File: src/rtl/fir_stream_dma_pkg.sv
// Shared types and constants for the FIR stream DMA.
package fir_stream_dma_pkg;

    typedef enum logic [2:0] {
        ST_IDLE = 3'd0,
        ST_ARB  = 3'd1,
        ST_RD   = 3'd2,
        ST_WR   = 3'd3,
        ST_DONE = 3'd4
    } dma_state_e;

    localparam logic [3:0]  WB_SEL_ALL = 4'hF;
    localparam int unsigned WORD_BYTES = 4;
    localparam int unsigned ADDR_WIDTH = 32;

    // Byte address of word idx relative to base; wraps modulo 2^32.
    function automatic logic [ADDR_WIDTH-1:0] word_addr(input logic [ADDR_WIDTH-1:0] base,
                                                        input logic [ADDR_WIDTH-1:0] idx);
        return base + (idx * ADDR_WIDTH'(WORD_BYTES));
    endfunction

endpackage

File: src/rtl/fir_stream_dma_stream_fifo.sv
// Synchronous FIFO with first-word-fall-through head; pushes when full and pops when empty are dropped.
module stream_fifo #(
    parameter int unsigned WIDTH = 32,
    parameter int unsigned DEPTH = 4
) (
    input  logic             clk,
    input  logic             rst_n,
    input  logic             push,
    input  logic [WIDTH-1:0] push_data,
    input  logic             pop,
    output logic             full,
    output logic             empty,
    output logic [WIDTH-1:0] head
);
    localparam int unsigned AW = (DEPTH > 1) ? $clog2(DEPTH) : 1;
    localparam int unsigned CW = AW + 1;

    logic [WIDTH-1:0] mem_q [DEPTH];
    logic [AW-1:0]    wr_ptr_q, wr_ptr_d;
    logic [AW-1:0]    rd_ptr_q, rd_ptr_d;
    logic [CW-1:0]    count_q, count_d;
    logic             do_push, do_pop;

    assign full  = (count_q == CW'(DEPTH));
    assign empty = (count_q == '0);
    assign head  = mem_q[rd_ptr_q];

    // Pointer and occupancy update; simultaneous push/pop leaves count unchanged.
    always_comb begin
        do_push  = push & ~full;
        do_pop   = pop & ~empty;
        wr_ptr_d = wr_ptr_q;
        rd_ptr_d = rd_ptr_q;
        if (do_push) wr_ptr_d = wr_ptr_q + AW'(1);
        if (do_pop)  rd_ptr_d = rd_ptr_q + AW'(1);
        count_d = count_q + CW'(do_push) - CW'(do_pop);
    end

    // Control state register.
    always_ff @(posedge clk or negedge rst_n) begin
        if (!rst_n) begin
            wr_ptr_q <= '0;
            rd_ptr_q <= '0;
            count_q  <= '0;
        end else begin
            wr_ptr_q <= wr_ptr_d;
            rd_ptr_q <= rd_ptr_d;
            count_q  <= count_d;
        end
    end

    // Storage array; contents are don't-care while empty.
    always_ff @(posedge clk) begin
        if (do_push) mem_q[wr_ptr_q] <= push_data;
    end

endmodule

File: src/rtl/fir_stream_dma.sv
// Host-side stream DMA: Wishbone reads feed X into the accelerator, accelerator Y results are written back.
module fir_stream_dma
    import fir_stream_dma_pkg::*;
#(
    parameter int unsigned pDATA_WIDTH = 32,
    parameter int unsigned FIFO_DEPTH  = 4,
    parameter int unsigned LEN_WIDTH   = 16
) (
    input  logic                   clk,
    input  logic                   rst_n,
    input  logic                   cfg_start,
    input  logic [31:0]            cfg_src_base,
    input  logic [31:0]            cfg_dst_base,
    input  logic [LEN_WIDTH-1:0]   cfg_len,
    output logic                   busy,
    output logic                   done,
    output logic                   err,
    output logic                   wbm_cyc_o,
    output logic                   wbm_stb_o,
    output logic                   wbm_we_o,
    output logic [3:0]             wbm_sel_o,
    output logic [31:0]            wbm_adr_o,
    output logic [pDATA_WIDTH-1:0] wbm_dat_o,
    input  logic [pDATA_WIDTH-1:0] wbm_dat_i,
    input  logic                   wbm_ack_i,
    output logic                   sm_tvalid,
    output logic [pDATA_WIDTH-1:0] sm_tdata,
    output logic                   sm_tlast,
    input  logic                   sm_tready,
    input  logic                   ss_tvalid,
    input  logic [pDATA_WIDTH-1:0] ss_tdata,
    input  logic                   ss_tlast,
    output logic                   ss_tready
);
    dma_state_e             state_q, state_d;
    logic [31:0]            src_q, src_d, dst_q, dst_d;
    logic [LEN_WIDTH-1:0]   len_q, len_d;
    logic [LEN_WIDTH-1:0]   rd_cnt_q, rd_cnt_d, push_cnt_q, push_cnt_d, wr_cnt_q, wr_cnt_d;
    logic                   cyc_q, cyc_d, we_q, we_d;
    logic [31:0]            adr_q, adr_d;
    logic [pDATA_WIDTH-1:0] dat_q, dat_d;
    logic                   busy_q, busy_d, done_q, done_d, err_q, err_d;
    logic                   y_full_q, y_full_d;
    logic [pDATA_WIDTH-1:0] y_data_q, y_data_d;

    logic fifo_push, fifo_full, fifo_empty;
    logic bus_ack, x_pop, y_cap, last_y;

    stream_fifo #(
        .WIDTH (pDATA_WIDTH),
        .DEPTH (FIFO_DEPTH)
    ) u_xfifo (
        .clk       (clk),
        .rst_n     (rst_n),
        .push      (fifo_push),
        .push_data (wbm_dat_i),
        .pop       (sm_tready),
        .full      (fifo_full),
        .empty     (fifo_empty),
        .head      (sm_tdata)
    );

    assign sm_tvalid = ~fifo_empty;
    assign sm_tlast  = sm_tvalid & (push_cnt_q == len_q - LEN_WIDTH'(1));
    assign ss_tready = busy_q & ~y_full_q;
    assign busy      = busy_q;
    assign done      = done_q;
    assign err       = err_q;
    assign wbm_cyc_o = cyc_q;
    assign wbm_stb_o = cyc_q;
    assign wbm_we_o  = we_q;
    assign wbm_sel_o = WB_SEL_ALL;
    assign wbm_adr_o = adr_q;
    assign wbm_dat_o = dat_q;

    assign bus_ack = cyc_q & wbm_ack_i;
    assign x_pop   = sm_tvalid & sm_tready;
    assign y_cap   = ss_tvalid & ss_tready;
    assign last_y  = (wr_cnt_q == len_q - LEN_WIDTH'(1));

    // Next-state, bus request and stream bookkeeping.
    always_comb begin
        state_d    = state_q;
        src_d      = src_q;
        dst_d      = dst_q;
        len_d      = len_q;
        rd_cnt_d   = rd_cnt_q;
        push_cnt_d = push_cnt_q;
        wr_cnt_d   = wr_cnt_q;
        cyc_d      = 1'b0;
        we_d       = we_q;
        adr_d      = adr_q;
        dat_d      = dat_q;
        err_d      = err_q;
        y_full_d   = y_full_q;
        y_data_d   = y_data_q;
        fifo_push  = 1'b0;

        if (x_pop) push_cnt_d = push_cnt_q + LEN_WIDTH'(1);

        // tlast must appear on exactly the Nth Y; data is kept either way.
        if (y_cap) begin
            y_full_d = 1'b1;
            y_data_d = ss_tdata;
            if (ss_tlast != last_y) err_d = 1'b1;
        end

        case (state_q)
            ST_IDLE: begin
                if (cfg_start) begin
                    src_d      = cfg_src_base;
                    dst_d      = cfg_dst_base;
                    len_d      = cfg_len;
                    err_d      = 1'b0;
                    rd_cnt_d   = '0;
                    push_cnt_d = '0;
                    wr_cnt_d   = '0;
                    state_d    = (cfg_len == '0) ? ST_DONE : ST_ARB;
                end
            end
            ST_ARB: begin
                // A Y landing this cycle already wins, so the accelerator is never held off by a read.
                if (y_full_q || y_cap)                      state_d = ST_WR;
                else if ((rd_cnt_q < len_q) && !fifo_full)  state_d = ST_RD;
                else if (wr_cnt_q == len_q)                 state_d = ST_DONE;
            end
            ST_RD: begin
                we_d  = 1'b0;
                adr_d = word_addr(src_q, 32'(rd_cnt_q));
                cyc_d = ~bus_ack;
                if (bus_ack) begin
                    fifo_push = 1'b1;
                    rd_cnt_d  = rd_cnt_q + LEN_WIDTH'(1);
                    state_d   = ST_ARB;
                end
            end
            ST_WR: begin
                we_d  = 1'b1;
                adr_d = word_addr(dst_q, 32'(wr_cnt_q));
                dat_d = y_data_q;
                cyc_d = ~bus_ack;
                if (bus_ack) begin
                    y_full_d = 1'b0;
                    wr_cnt_d = wr_cnt_q + LEN_WIDTH'(1);
                    state_d  = ST_ARB;
                end
            end
            ST_DONE: state_d = ST_IDLE;
            default: state_d = ST_IDLE;
        endcase

        busy_d = (state_d == ST_ARB) || (state_d == ST_RD) || (state_d == ST_WR);
        done_d = (state_q == ST_DONE);
    end

    // State and output registers; reset drops the bus cycle immediately.
    always_ff @(posedge clk or negedge rst_n) begin
        if (!rst_n) begin
            state_q    <= ST_IDLE;
            src_q      <= '0;
            dst_q      <= '0;
            len_q      <= '0;
            rd_cnt_q   <= '0;
            push_cnt_q <= '0;
            wr_cnt_q   <= '0;
            cyc_q      <= 1'b0;
            we_q       <= 1'b0;
            adr_q      <= '0;
            dat_q      <= '0;
            busy_q     <= 1'b0;
            done_q     <= 1'b0;
            err_q      <= 1'b0;
            y_full_q   <= 1'b0;
            y_data_q   <= '0;
        end else begin
            state_q    <= state_d;
            src_q      <= src_d;
            dst_q      <= dst_d;
            len_q      <= len_d;
            rd_cnt_q   <= rd_cnt_d;
            push_cnt_q <= push_cnt_d;
            wr_cnt_q   <= wr_cnt_d;
            cyc_q      <= cyc_d;
            we_q       <= we_d;
            adr_q      <= adr_d;
            dat_q      <= dat_d;
            busy_q     <= busy_d;
            done_q     <= done_d;
            err_q      <= err_d;
            y_full_q   <= y_full_d;
            y_data_q   <= y_data_d;
        end
    end

endmodule
File: config.mk
export PLATFORM = sky130hd
export DESIGN_NAME = fir_stream_dma
export DESIGN_NICKNAME = d
export VERILOG_FILES = /design/src/rtl/fir_stream_dma_pkg.sv /design/src/rtl/fir_stream_dma_stream_fifo.sv /design/src/rtl/fir_stream_dma.sv
export SDC_FILE = /design/constraint.sdc
export NUM_CORES = 1
export LEC_CHECK = 0
export CORE_MARGIN = 2
export CORE_UTILIZATION = 59
export CTS_CLUSTER_SIZE = 30
export DETAILED_ROUTE_END_ITERATION = 7
export PLACE_DENSITY = 0.93
export SLEW_MARGIN = 20
export SYNTH_ARGS = -nofsm -noshare
export SYNTH_HDL_FRONTEND = slang
export SYNTH_SLANG_ARGS = --single-unit
File: constraint.sdc
create_clock -name clk -period 6.55 [get_ports clk]
set_input_delay 1.31 -clock clk [delete_from_list [all_inputs] [get_ports clk]]
set_output_delay 1.31 -clock clk [all_outputs]
set_load 0.1 [all_outputs]
== After elaboration in Yosys (flattened, before gate mapping) ==
Memory sizes are Yosys's and may differ from the RTL's.
Cells that the tools add are included.
Operators by class
  add/subtract/negate cells: 10
  $lt $le $gt $ge: 1
  equal/unequal tests: 15
  multiplexer cells: 29
  bitwise logic cells: 10
  reduce and logical (&&, ||, !) cells: 15
Operators by type and width (number)
  16-bit two-way mux: 6
  32-bit by 18-bit adder with 32-bit output: 2
  16-bit case mux with 2 select lines: 2
  32-bit case mux with 2 select lines: 1
  16-bit by 1-bit adder with 16-bit output, second input constant: 3
  16-bit == test: 3
  3-bit two-way mux: 6
  16-bit logical NOT: 1
  16-bit < comparator: 1
  16-bit by 1-bit subtractor with 16-bit output, second input constant: 1
  3-bit by 2-bit == test with 1-bit output, second input constant: 4
  1-bit two-way mux: 12
  3-bit case mux with 3 select lines: 1
  1-bit AND: 6
  3-bit by 1-bit == test with 1-bit output, second input constant: 2
  3-bit == test, second input constant: 2
  3-bit logical NOT: 2
  2-bit inequality test, second input constant: 3
  3-bit AND reduction: 2
  2-bit nonzero test: 3
  2-bit by 1-bit adder with 2-bit output, second input constant: 2
  1-bit inverter: 4
  3-bit by 1-bit adder with 3-bit output: 1
  1-bit logical OR: 3
  other kinds (7): 7
Storage, ports and cells
  register bits after elaboration: 240
  RAM bits: 128
  input bits: 151
  output and inout bits: 109
  memories: 1
Memories
  u_xfifo.mem_q: depth 4, bits a word 32, rd ports 1, clocked after memory_dff 0, write ports 1, line fir_stream_dma_stream_fifo.sv:18  | logic [WIDTH-1:0] mem_q [DEPTH];

== Longest topological paths before layout ==
  depth after elaboration: 9
  gate-level depth with buffers: 12

== Cells and area by module ==
Synthesis repeated with hierarchy kept, for this count alone.
Unflattened totals
  cell total of the unflattened synthesis: 1584
  area, all modules: 17982.2 sq um
Modules (own cells, without submodules)
  fir_stream_dma: instances 1, cells each 1374, area an instance 12852.3 sq um
  stream_fifo: instances 1, cells each 210, area an instance 5129.9 sq um

== Worst setup path before layout ==
OpenSTA, ideal clock, no wires.
  path type: flip-flop to output port
  start point: reg len_q[0]
  end point: out sm_tlast
  arrival: 4.990 ns
  data required time: 5.240 ns
  path slack: 0.250 ns
  stages on the path, launching flop included: 12
  buffers on the path: 2
  cells stage by stage: dfrtp_1 buf_2 inv_1 ha_1 buf_2 nor4b_2 and3_1 xnor2_1 nand4_1 nor3_1 nand4_1 nor4_1
On the way
  word-level cells in the longest chain between the ends: 3
RTL lines
  from (decl): line fir_stream_dma.sv:37  | logic [LEN_WIDTH-1:0] len_q, len_d;
  from (signal assigned): line fir_stream_dma.sv:179  | len_q <= len_d;
  16-bit by 1-bit subtractor with 16-bit output: line fir_stream_dma.sv:64  | assign sm_tlast = sm_tvalid & (push_cnt_q == len_q - LEN_WIDTH'(1));
  16-bit == test: line fir_stream_dma.sv:64
  1-bit AND: line fir_stream_dma.sv:64
  to (decl): line fir_stream_dma.sv:28  | output logic sm_tlast,
No other way between the ends.

== Final worst setup path ==
Same ends and word-level chain as after synthesis.

==> results.env <==
NUM_ROWS=63
MAX-CLOCK-PATH-BUFFERS=3
POST_SYNTH_DESIGN_CELL_AREA_SQ_UM=17800
BUFFER_PORTS.INSERTED=255
ROUTED_VIA_DENSITY=6.01
CLKSINKCOUNT=368
FINALPOWER_uW=11700
NUMBER_OF_ANTENNA_VIOLATIONS_AT_THE_FIRST_CHECK_IN_GLOBAL_ROUTING=0
FINAL_NETS=2022
DIE_AREA_SQ_UM=31600
GPL_CONGESTION=0.955
SETUP_VIOLATIONS=0
SLOWEST_STAGE='sky130_fd_sc_hd__nor4b_2'
PLACE.DETAILED.HPWL_MM=33.3
WORST_CLOCK_SKEW_NS=0.0174
ROUTEDWLPERCELL_UM=21.3
POWER_DENSITY_nW_PER_UM2=534
INSERTION_DELAY_NS=0.53
LEAKAGEPOWER_uW=0.00917
SYNTH.FF_LATCH_COUNT=368
DESIGN.CORE.AREA_SQ_UM=29600
MAXSLEWVIOLCOUNT=0
NETLIST_INSTANCES=1574
WL_MM=47.5
TYPE_OF_DESTINATION_OF_THE_CRITICAL_PATH='primary output'
LAYOUT-DRIVE-GT1-SHARE=0.103
SYNTHDISTINCTLIBCELLS=65
INSERTEDDIODECOUNT=0
CRITPATHMAXFANOUT=9
HOLDBUFCOUNTCTS=0
CLOCK_ROOT_BUFFER='sky130_fd_sc_hd__clkbuf_16'
CP.REQUIRED_NS=5.24
CTS_BUFS_INSERTED=40
CRITICAL_PATH.CELL_CHAIN='inv_1 > ha_1 > nor4b_2 > and3_1 > xnor2_1 > nand4_1 > nor3_1 > nand4_1 > nor4_1 > buf_4'
NUMBER_OF_GLOBAL_ROUTE_VIAS_BEFORE_REPAIR=13700
WORST_SETUP_HOLD_PATH_CLK_SLEW_NS=0.06
START_KIND='register'
SETUP_TNS_NS=0
RSZ0062_AT_GRT='no'
AVGSYNTHCELLAREA_SQ_UM=11.3
VIA_COUNT=13400
HOLD_VIOL=0
FINALWORSTPATHREQUIREDPERIOD_NS=5.19
YOSYS_WARNINGS=0
PIN_COUNT_OF_THE_BIGGEST_NET_ENTERING_GLOBAL_ROUTING=123
GR-TOTAL-OVERFLOW=0
SYNTH_EDF_COUNT=128
GRT_PASS1_WL_MM=73.7
WORSTHOLDPATHTYPE='reg -> reg'
ARRIVAL_NS=3.88
TIMING.MAX_CAP.VIOLATIONS=0
FLOORPLAN.DIE.WIDTH_UM=178
STATUS='completed'
MAXSLEWHEADROOM=0.279
DIEHEIGHT_UM=178
SYNTH_ASYNC_SR_FLOP_SHARE=0.652
LARGEST_VDD_SUPPLY_DROP_uV=438
TIMING.FMAX_MHz=193
DETAILEDROUTE.FIRSTPASSITERATIONCOUNT=6
CRITPATHMAXSTAGEDELAY_NS=0.79
NUMBER_OF_H_TREE_LEVELS=2
DRC_MARKER_COUNT_FROM_THE_FIRST_DETAILED_ROUTE_ITERATION=1233
ROUTE.ANTENNA.REMAINING_NETS=0
FILLER_CELL_COUNT=1894
CRITPATHKIND='reg -> out'
POSTCTSRESIZEDCELLS=0
PERIOD_SHARE=0.792
CTS_POST_SETUP_BUFFERS_INSERTED=0
CRITICAL_PATH.MOST_COMMON_CELL='sky130_fd_sc_hd__nand4_1'
TRITONCTS='done'
POST-ROUTE-DRC-COUNT=0
SEQ_AREA_FRAC_SYNTH=0.553
SYN2LAYOUT_AREA_GROWTH_PCT=23.3
GRT_UTIL_ALL_LAYERS=0.303
DOMINANTREGCELLSYNTH='sky130_fd_sc_hd__dfrtp_1'
IO_PINS=260
WORST_SLEW_PIN_TRAN_NS=1.08
INITIAL_CORE_UTIL=0.601
[cells in the mapped netlist (all sizes together) (16+ instances only)]
library cell	n	share of area
a21oi	51	0.014
and3	25	0.0088
buf	22	0.0069
clkbuf	54	0.011
dfrtp	240	0.34
edfxtp	128	0.22
ha	57	0.040
inv	38	0.0080
mux2	68	0.043
mux4	32	0.040
nand2	290	0.061
nand3	35	0.0098
nand4	26	0.0091
nor2	103	0.022
nor3	16	0.0045
o21ai	80	0.022
xnor2	62	0.031
xor2	70	0.034
[routing by layer]
metal / global-route usage / routed length [um]
met4: 0.0936 / 1330
met3: 0.0750 / 3950
met5: 0 / 0
met2: 0.515 / 23300
met1: 0.383 / 18900
[final timing paths]
| kind | start | to | slack (ns) | cells past startpoint |
|---|---|---|---|---|
| min in group asynchronous | rst_n | src_q[30] | 0.83 | 1 |
| hold reg to reg | wbm_adr_o[14] | wbm_adr_o[14] | 0.48 | 1 |
| max in group asynchronous | rst_n | dst_q[10] | 4.34 | 2 |
| setup reg to reg | len_q[0] | err | 2.93 | 10 |
| hold / removal | wbm_adr_o[14] | wbm_adr_o[14] | 0.48 | 1 |
| setup / recovery | len_q[0] | sm_tlast | 1.36 | 10 |
[state kept, by name, summed over array words and instances (netlist names), 2 cells and up]
register          cells
wbm_adr_o            32
wr_cnt_q             16
u_xfifo.wr_ptr_q      2
y_data_q             32
u_xfifo.mem_q       128
push_cnt_q           16
rd_cnt_q             16
u_xfifo.count_q       3
state_q               3
wbm_dat_o            32
len_q                16
u_xfifo.rd_ptr_q      2
src_q                32
dst_q                32
[layout make-up]
| cell class | count | area (sq um) | area share |
|---|---|---|---|
| repair buffers | 268 | 2650 | 0.121 |
| well taps | 390 | 488 | 0.0222 |
| multi-input cells | 1095 | 7510 | 0.342 |
| inverters | 38 | 143 | 0.00650 |
| clock buffers | 62 | 1240 | 0.0564 |
| clock inverters | 9 | 65.1 | 0.00296 |
| flip-flops and latches | 368 | 9850 | 0.449 |
[cell usage in the layout (no fill, tap or decap), types with 7 or more instances in the layout]
cell	count
sky130_fd_sc_hd__mux2_2	68
sky130_fd_sc_hd__dfrtp_1	239
sky130_fd_sc_hd__inv_1	38
sky130_fd_sc_hd__ha_1	57
sky130_fd_sc_hd__nor3_1	16
sky130_fd_sc_hd__xnor2_1	62
sky130_fd_sc_hd__or3_1	8
sky130_fd_sc_hd__nor2b_1	7
sky130_fd_sc_hd__a21oi_1	51
sky130_fd_sc_hd__nand3_1	34
sky130_fd_sc_hd__nand2_1	289
sky130_fd_sc_hd__o211ai_1	8
sky130_fd_sc_hd__mux4_2	32
sky130_fd_sc_hd__nand4_1	26
sky130_fd_sc_hd__clkbuf_1	10
sky130_fd_sc_hd__buf_4	14
sky130_fd_sc_hd__clkbuf_8	9
sky130_fd_sc_hd__clkdlybuf4s50_1	253
sky130_fd_sc_hd__xor2_1	70
sky130_fd_sc_hd__edfxtp_1	128
sky130_fd_sc_hd__nor4_1	10
sky130_fd_sc_hd__clkbuf_16	43
sky130_fd_sc_hd__nor2_1	102
sky130_fd_sc_hd__a21o_1	14
sky130_fd_sc_hd__and2_1	15
sky130_fd_sc_hd__a31oi_1	12
sky130_fd_sc_hd__o21ai_0	78
sky130_fd_sc_hd__mux2i_1	11
sky130_fd_sc_hd__a211oi_1	13
sky130_fd_sc_hd__and3_1	24
[through the flow]
stage / hold slack, ns / worst slack (ns) / utilization / cell area (sq um) / std cells
final: 0.480 / 1.36 / 0.741 / 22000 / 2230
after global routing: 0.505 / 1.06 / 0.741 / 22000 / 2230
after CTS: 0.482 / 1.32 / 0.741 / 22000 / 2230
after detailed placement: 0.469 / 1.88 / 0.697 / 20600 / 2159
after global placement: 0.459 / 2.00 / 0.697 / 20600 / 2159
after floorplan: 0.445 / 0.250 / - / 17800 / 1577
[worst max-delay path: cells and delay by family (launching register included)]
kind,cells,cell delay [ns]
flops,1,0.48
xor+xnor,1,0.11
fa+ha+maj,1,0.34
buf+inv,2,0.50
simple gates,6,1.90
[power by group]
| part | internal, uW | switching (uW) | total [uW] |
|---|---|---|---|
| clock | 1300 | 902 | 2200 |
| combinational | 1790 | 4060 | 5850 |
| sequential | 3040 | 633 | 3670 |
| total | 6130 | 5590 | 11700 |
[logic make-up (layout without fill, tap and decap cells)]
kind of cell / count (synthesis) / after routing / synth area share
mux: 111 / 111 / 0.0897
fa+ha+maj: 60 / 60 / 0.0434
flops: 368 / 368 / 0.553
simple gates: 556 / 556 / 0.140
xor+xnor: 132 / 132 / 0.0649
buf+inv: 114 / 377 / 0.0263
compound gates: 232 / 232 / 0.0819
other cells: 1 / 4 / 0.000211
Note: power is estimated with default switching activity, not from simulation.
